$ cat config.mk
export PLATFORM = sky130hd
export DESIGN_NAME = video_timing
export DESIGN_NICKNAME = d
export VERILOG_FILES = /design/src/rtl/video_timing.sv
export SDC_FILE = /design/constraint.sdc
export NUM_CORES = 1
export LEC_CHECK = 0
export CAP_MARGIN = 15
export CORE_MARGIN = 2
export CORE_UTILIZATION = 40
export DETAILED_ROUTE_END_ITERATION = 12
export PLACE_DENSITY_LB_ADDON = 0.2
export SLEW_MARGIN = 20
export SYNTH_ARGS = -nofsm -noshare
export SYNTH_HDL_FRONTEND = slang
export SYNTH_SLANG_ARGS = --single-unit
$ cat constraint.sdc
create_clock -name clk -period 3 [get_ports clk]
set_input_delay 0.45 -clock clk [delete_from_list [all_inputs] [get_ports clk]]
set_output_delay 0.45 -clock clk [all_outputs]
set_load 0.02 [all_outputs]
$ cat src/rtl/video_timing.sv
`default_nettype none
// =====================================================================
// Module   : video_timing
// Purpose  : Raster x/y generator with sync/DE decode, latency-matched
//            delay line and blanked, registered RGB output stage.
// Revision : 1.0  initial release
// =====================================================================
module video_timing #(
   parameter int H_ACTIVE   = 768,
   parameter int H_FP       = 24,
   parameter int H_SYNC     = 80,
   parameter int H_BP       = 104,
   parameter int V_ACTIVE   = 576,
   parameter int V_FP       = 3,
   parameter int V_SYNC     = 7,
   parameter int V_BP       = 17,
   parameter bit HS_POL     = 1'b0,
   parameter bit VS_POL     = 1'b1,
   parameter int PIPE_DELAY = 1
) (
   input  logic        clk,
   input  logic        resetn,
   output logic [10:0] x,
   output logic [9:0]  y,
   input  logic [7:0]  r_in,
   input  logic [7:0]  g_in,
   input  logic [7:0]  b_in,
   output logic [7:0]  r_out,
   output logic [7:0]  g_out,
   output logic [7:0]  b_out,
   output logic        hsync_out,
   output logic        vsync_out,
   output logic        de_out,
   output logic        frame_start
);

   localparam int H_TOTAL = H_ACTIVE + H_FP + H_SYNC + H_BP;
   localparam int V_TOTAL = V_ACTIVE + V_FP + V_SYNC + V_BP;

   generate
      if (H_TOTAL > 2048 || V_TOTAL > 1024 || PIPE_DELAY < 1 || PIPE_DELAY > 8) begin : g_param_check
         $error("video_timing: illegal timing parameters");
      end
   endgenerate

   // Decode bounds are one bit wider than the counters so an end bound equal to the total still fits.
   localparam logic [10:0] X_LAST   = 11'(H_TOTAL - 1);
   localparam logic [9:0]  Y_LAST   = 10'(V_TOTAL - 1);
   localparam logic [11:0] X_ACT    = 12'(H_ACTIVE);
   localparam logic [11:0] HS_START = 12'(H_ACTIVE + H_FP);
   localparam logic [11:0] HS_END   = 12'(H_ACTIVE + H_FP + H_SYNC);
   localparam logic [10:0] Y_ACT    = 11'(V_ACTIVE);
   localparam logic [10:0] VS_START = 11'(V_ACTIVE + V_FP);
   localparam logic [10:0] VS_END   = 11'(V_ACTIVE + V_FP + V_SYNC);

   logic [10:0]           x_q, x_d;
   logic [9:0]            y_q, y_d;
   logic                  frame_start_q, frame_start_d;
   logic                  x_wrap;
   logic [11:0]           x_ext;
   logic [10:0]           y_ext;
   logic                  de_raw, hs_raw, vs_raw;
   logic [PIPE_DELAY-1:0] de_sr_q, de_sr_d;
   logic [PIPE_DELAY-1:0] hs_sr_q, hs_sr_d;
   logic [PIPE_DELAY-1:0] vs_sr_q, vs_sr_d;
   logic                  de_d, hs_d, vs_d;
   logic [7:0]            r_out_q, r_out_d;
   logic [7:0]            g_out_q, g_out_d;
   logic [7:0]            b_out_q, b_out_d;
   logic                  hsync_q, hsync_d;
   logic                  vsync_q, vsync_d;
   logic                  de_out_q, de_out_d;

   // Raster counters; frame_start is precomputed from the next position.
   always_comb begin
      x_wrap        = (x_q == X_LAST);
      x_d           = x_wrap ? 11'd0 : x_q + 11'd1;
      y_d           = y_q;
      if (x_wrap) begin
         y_d = (y_q == Y_LAST) ? 10'd0 : y_q + 10'd1;
      end
      frame_start_d = (x_d == 11'd0) && (y_d == 10'd0);
   end

   always_comb begin
      x_ext  = {1'b0, x_q};
      y_ext  = {1'b0, y_q};
      de_raw = (x_ext < X_ACT) && (y_ext < Y_ACT);
      hs_raw = (x_ext >= HS_START) && (x_ext < HS_END);
      vs_raw = (y_ext >= VS_START) && (y_ext < VS_END);
   end

   always_comb begin
      de_sr_d    = de_sr_q;
      hs_sr_d    = hs_sr_q;
      vs_sr_d    = vs_sr_q;
      de_sr_d[0] = de_raw;
      hs_sr_d[0] = hs_raw;
      vs_sr_d[0] = vs_raw;
      for (int i = 1; i < PIPE_DELAY; i++) begin
         de_sr_d[i] = de_sr_q[i-1];
         hs_sr_d[i] = hs_sr_q[i-1];
         vs_sr_d[i] = vs_sr_q[i-1];
      end
   end

   assign de_d = de_sr_q[PIPE_DELAY-1];
   assign hs_d = hs_sr_q[PIPE_DELAY-1];
   assign vs_d = vs_sr_q[PIPE_DELAY-1];

   always_comb begin
      de_out_d = de_d;
      r_out_d  = de_d ? r_in : 8'h00;
      g_out_d  = de_d ? g_in : 8'h00;
      b_out_d  = de_d ? b_in : 8'h00;
      hsync_d  = hs_d ? HS_POL : ~HS_POL;
      vsync_d  = vs_d ? VS_POL : ~VS_POL;
   end

   always_ff @(posedge clk or negedge resetn) begin
      if (!resetn) begin
         x_q           <= 11'd0;
         y_q           <= 10'd0;
         frame_start_q <= 1'b0;
         de_sr_q       <= '0;
         hs_sr_q       <= '0;
         vs_sr_q       <= '0;
         de_out_q      <= 1'b0;
         r_out_q       <= 8'h00;
         g_out_q       <= 8'h00;
         b_out_q       <= 8'h00;
         hsync_q       <= ~HS_POL;
         vsync_q       <= ~VS_POL;
      end else begin
         x_q           <= x_d;
         y_q           <= y_d;
         frame_start_q <= frame_start_d;
         de_sr_q       <= de_sr_d;
         hs_sr_q       <= hs_sr_d;
         vs_sr_q       <= vs_sr_d;
         de_out_q      <= de_out_d;
         r_out_q       <= r_out_d;
         g_out_q       <= g_out_d;
         b_out_q       <= b_out_d;
         hsync_q       <= hsync_d;
         vsync_q       <= vsync_d;
      end
   end

   assign x           = x_q;
   assign y           = y_q;
   assign frame_start = frame_start_q;
   assign de_out      = de_out_q;
   assign r_out       = r_out_q;
   assign g_out       = g_out_q;
   assign b_out       = b_out_q;
   assign hsync_out   = hsync_q;
   assign vsync_out   = vsync_q;

endmodule
`default_nettype wire
After elaboration in Yosys (flattened, before gate mapping)
Cells that the tools add are included.
Widths: inputs -> output; s select.
{"block": "word_totals", "reg_bits": 52, "input_bits": 26, "wordCells": 36}
{"block": "op_classes", "add_sub_neg": 2, "magnitude_cmp": 6, "n_eq_ne": 2, "mux": 8, "reduce_logical": 6}
{"cell": "$mux 8", "n": 3}
{"cell": "$lt 11x10->1 const B", "n": 2}
{"cell": "$lt 10x10->1 const B", "n": 2}
{"cell": "$mux 10", "n": 2}
{"cell": "$add 11x1->11 const B", "n": 1}
{"cell": "$eq 11x10->1 const B", "n": 1}
{"cell": "$ge 11x10->1 const B", "n": 1}
{"cell": "$logic_not 11->1", "n": 1}
{"cell": "$mux 11", "n": 1}
{"cell": "$add 10x1->10 const B", "n": 1}
{"cell": "$eq 10x10->1 const B", "n": 1}
{"cell": "$ge 10x10->1 const B", "n": 1}
{"cell": "$logic_not 10->1", "n": 1}
{"cell": "$logic_and 1x1->1", "n": 4}
{"cell": "$mux 1", "n": 2}

Longest topological paths before layout
{"block": "depth", "ltp_word": 5, "depth_mapped": 8, "depth_no_buf": 8}

Worst setup path before layout
No wires, ideal clock.
{"block": "synth_path", "kind": "flip-flop to flip-flop", "startpoint": "reg x_q[0] (netlist: x[0])", "endpoint": "reg frame_start_q (netlist: frame_start)", "setup_ns": 0.111, "arrival_time_ns": 2.412, "t_required_ns": 2.889, "setup_slack_ns": 0.476, "stages_incl_launch_ff": 9, "n_path_buf": 1, "cell_sequence": "dfrtp_1 -> ha_1 -> nand4b_4 -> or4_4 -> buf_6 -> nor3_4 -> mux2i_1 -> a221oi_2 -> a2111oi_2"}
{"block": "synth_via", "elab_chain_len": 4, "word_cells_on_any_way": 7, "cone_classes": "1 x add/sub; 1 x eq/ne; 2 x mux; 3 x reduce/logical"}
{"item": "start, declared", "line": "56", "source": "logic [10:0] x_q, x_d;"}
{"item": "start signal, assigned", "line": "122", "source": "x_q <= 11'd0;"}
{"item": "start signal, assigned", "line": "135", "source": "x_q <= x_d;"}
{"item": "$add 11x1->11 or $eq 11x10->1 (tied branches)", "line": "77, 76"}
{"item": "$mux 11 or $mux 10 (tied branches)", "line": "77, 79"}
{"item": "$logic_not 11->1 or $logic_not 10->1 (tied branches)", "line": "82", "source": "frame_start_d = (x_d == 11'd0) && (y_d == 10'd0);"}
{"item": "$logic_and 1x1->1 (*)", "line": "82"}
{"item": "net frame_start_d", "line": "58", "source": "logic frame_start_q, frame_start_d;"}
{"item": "end signal, assigned", "line": "137", "source": "frame_start_q <= frame_start_d;"}
{"item": "end, declared", "line": "58"}
The timed path passes the listed nets; every way through them passes the cells marked *.

Final worst setup path
Ends and elaborated chain as after synthesis.

==> impl_metrics.ini <==
[sta]
worst_slack_ns = 0.4792
skew_ns = 0.005105
worst_slew_pin_slew_ns = 0.5765
fmax_mhz = 396.7
grt_setup_unrepaired = no
final.period_utilization_pct = 84.03
slew_headroom_pct = 61.25
setup_tns_ns = 0
drv_slew = 0
setup_viol_count_final = 0
hold_viol = 0
period_minus_slack_ns = 2.521

[placed_design]
gp_congestion = 0.8014
dp.cells = 356
dp_slack_ns = 0.4921
io_buffers = 74
dp_hpwl_um = 3717
dpl_cell_area_mm2 = 0.003161

[routing]
viasPerCell = 5.068
drtPass1Iterations = 4
routedWlPerCell_um = 14.29
drc = 0
drt-total-wl_um = 5217
antenna_left = 0
drtIter0Drc = 95
num_vias = 1850

[yosys]
ys.flop_type = dfrtp_1
synthArstFlopShare_pct = 100.0
yosysMostFrequentCell = dfrtp_1
synthesis.area_mm2 = 0.002416
ys_seq_elements = 52
syn-num-nets = 249
ys_warn_count = 0
synth.avg_cell_area_um2 = 11.03
synth_area_leaders = dfrtp_1 (53%), and2_1 (6.2%), nand2_1 (3.0%)
yosysTopAreaCell = dfrtp_1
yosysTopAreaCellShare_pct = 52.82
synth_edf_count = 0
netlist_instances = 219
ys_seq_area_share_pct = 53.91
synth_cell_types = 53
synth_commonest_cells = dfrtp_1 (51), and2_1 (24), nand2_1 (19), o21ai_0 (12), nand3_1 (11)

[setup_path]
cp.required_ns = 3.20
arrival_ns = 2.72
cp_top_family = simple AND/OR/NAND/NOR gates
critPathMaxStageDelay_ns = 0.61
r2r_setup_slack_ns = 0.48
worstSetupStartpointType = flip-flop
critPathBufInv = 0
worstSetupEndpointType = flip-flop
crit_chain = ha_1 > nand4b_4 > or4_4 > nor3_4 > mux2i_1 > a221oi_2 > a2111oi_2
critPathKind = reg -> reg
slowest_stage = or4_4
crit_fanout = 7

[worst_hold_path]
hold_path.class = in -> async

[global_route]
antenna_found_initial = 0
grt_max_degree = 45
grt_pass1_wl_um = 8687
grt_pass1_vias = 1738
grt_use_total_pct = 17.03
grt_remaining_overflow = 0

[run]
maxCapViolations = 0

[layout]
fin_area_mm2 = 0.003277
final_cell_count_no_fill = 365
drive_gt1_share_pct = 8.276
area_delta_synth_final_pct = 35.63
nets = 319
diodes = 0

[clock_network]
cts_resized = 0
cts_sinks = 52
htree_levels = 2
cts_tree = built
clk_pin_slew_ns = 0.09
post-cts-setup-buffer-count = 0
clock_path_buffers = 2
cts_root_buffer = clkbuf_8
holdBufCountCts = 0
clock_latency_ns = 0.31
cts_buffers = 5

[power_and_ir_drop]
p_per_area_mw_per_mm2 = 375.9
combPwrFrac_pct = 9.4
ir_worst_vdd_v = 0.0001941
power_uw = 1232
power.switching_uw = 281.7
clkPwrFrac_pct = 32.1
internal_power_uw = 949.9
p_leak_uw = 0.001397
pwr-share-seq_pct = 58.5
switching_share_pct = 22.87

[floorplanning]
die_y_um = 81.72
start_util_pct = 41.05
die-area_mm2 = 0.006678
die_w_um = 81.72
io_pins = 75
design.core.area_mm2 = 0.005886
num_rows = 28

[run_status]
status = finished clean
## per-stage QoR
step           util [%]  hold slack, ns
6_report          55.68         0.08777
2_1_floorplan         -          0.1544
4_1_cts           55.21          0.3183
5_1_grt           55.68          0.1093
3_5_place_dp      53.70          0.3371
3_3_place_gp      53.70          0.3359
## logic make-up (layout without fill, tap and decap cells)
logic type	count (synthesis)	after routing	synth area share, %
compound gates	33	33	9.995
xor+xnor	10	10	3.625
fa+ha+maj	4	4	2.072
buf+inv	20	91	5.074
flops	52	52	53.91
mux	2	2	0.8286
simple gates	98	98	24.49
## cell usage in the layout, fill, tap and decap left out, types with 5 or more instances in the layout
cell type,netlist,final
and2_1,24,24
clkbuf_8,0,5
clkdlybuf4s50_1,0,73
dfrtp_1,51,51
inv_1,6,6
nand2_1,19,19
nand3_1,11,11
nor2_1,9,9
o21ai_0,12,12
or3_1,5,5
xnor2_1,5,5
xor2_1,5,5
## metal layers
| metal | GRT usage, % | vias up | share of wire, % |
|---|---|---|---|
| li1 | - | 904 | - |
| met1 | 22.74 | 894 | 43 |
| met2 | 28.29 | 44 | 51 |
| met3 | 2.418 | 8 | 3.7 |
| met4 | 6.000 | 0 | 1.5 |
| met5 | 0 | - | 0 |
## cell type report
| type | count | area, µm² |
|---|---|---|
| Multi-Input combinational cell | 147 | 991.0 |
| Tap cell | 75 | 93.84 |
| Sequential cell | 52 | 1303 |
| Inverter | 6 | 22.52 |
| Fill cell | 522 | 2609 |
| Clock inverter | 2 | 16.27 |
| Clock buffer | 6 | 72.57 |
| Timing Repair Buffer | 77 | 778.2 |
## registers in the layout, indices dropped and copies added, names as in the netlist
register,count
x,11
y,10
b_out,8
g_out,8
r_out,8
de_d,1
de_out,1
frame_start,1
hs_d,1
hsync_out,1
vs_d,1
vsync_out,1
## worst paths after layout
check	from	endpoint	depth (start not counted)
worst min register to register	vs_d	vsync_out	0
worst min-delay path	resetn	g_out[1]	1
worst max register to register	x[0]	frame_start	7
worst max-delay path	x[0]	frame_start	7
min in group clk	vs_d	vsync_out	0
max in group asynchronous	resetn	hsync_out	2
## power by group through the flow
stage	Clock (µW)	Sequential [µW]	Combinational, µW
2_1_floorplan	0	757	10.9
3_3_place_gp	0	734	112
3_5_place_dp	0	734	113
4_1_cts	412	720	114
5_1_grt	437	722	126
6_report	396	720	116
No activity file was read; power rests on OpenSTA's default activity.
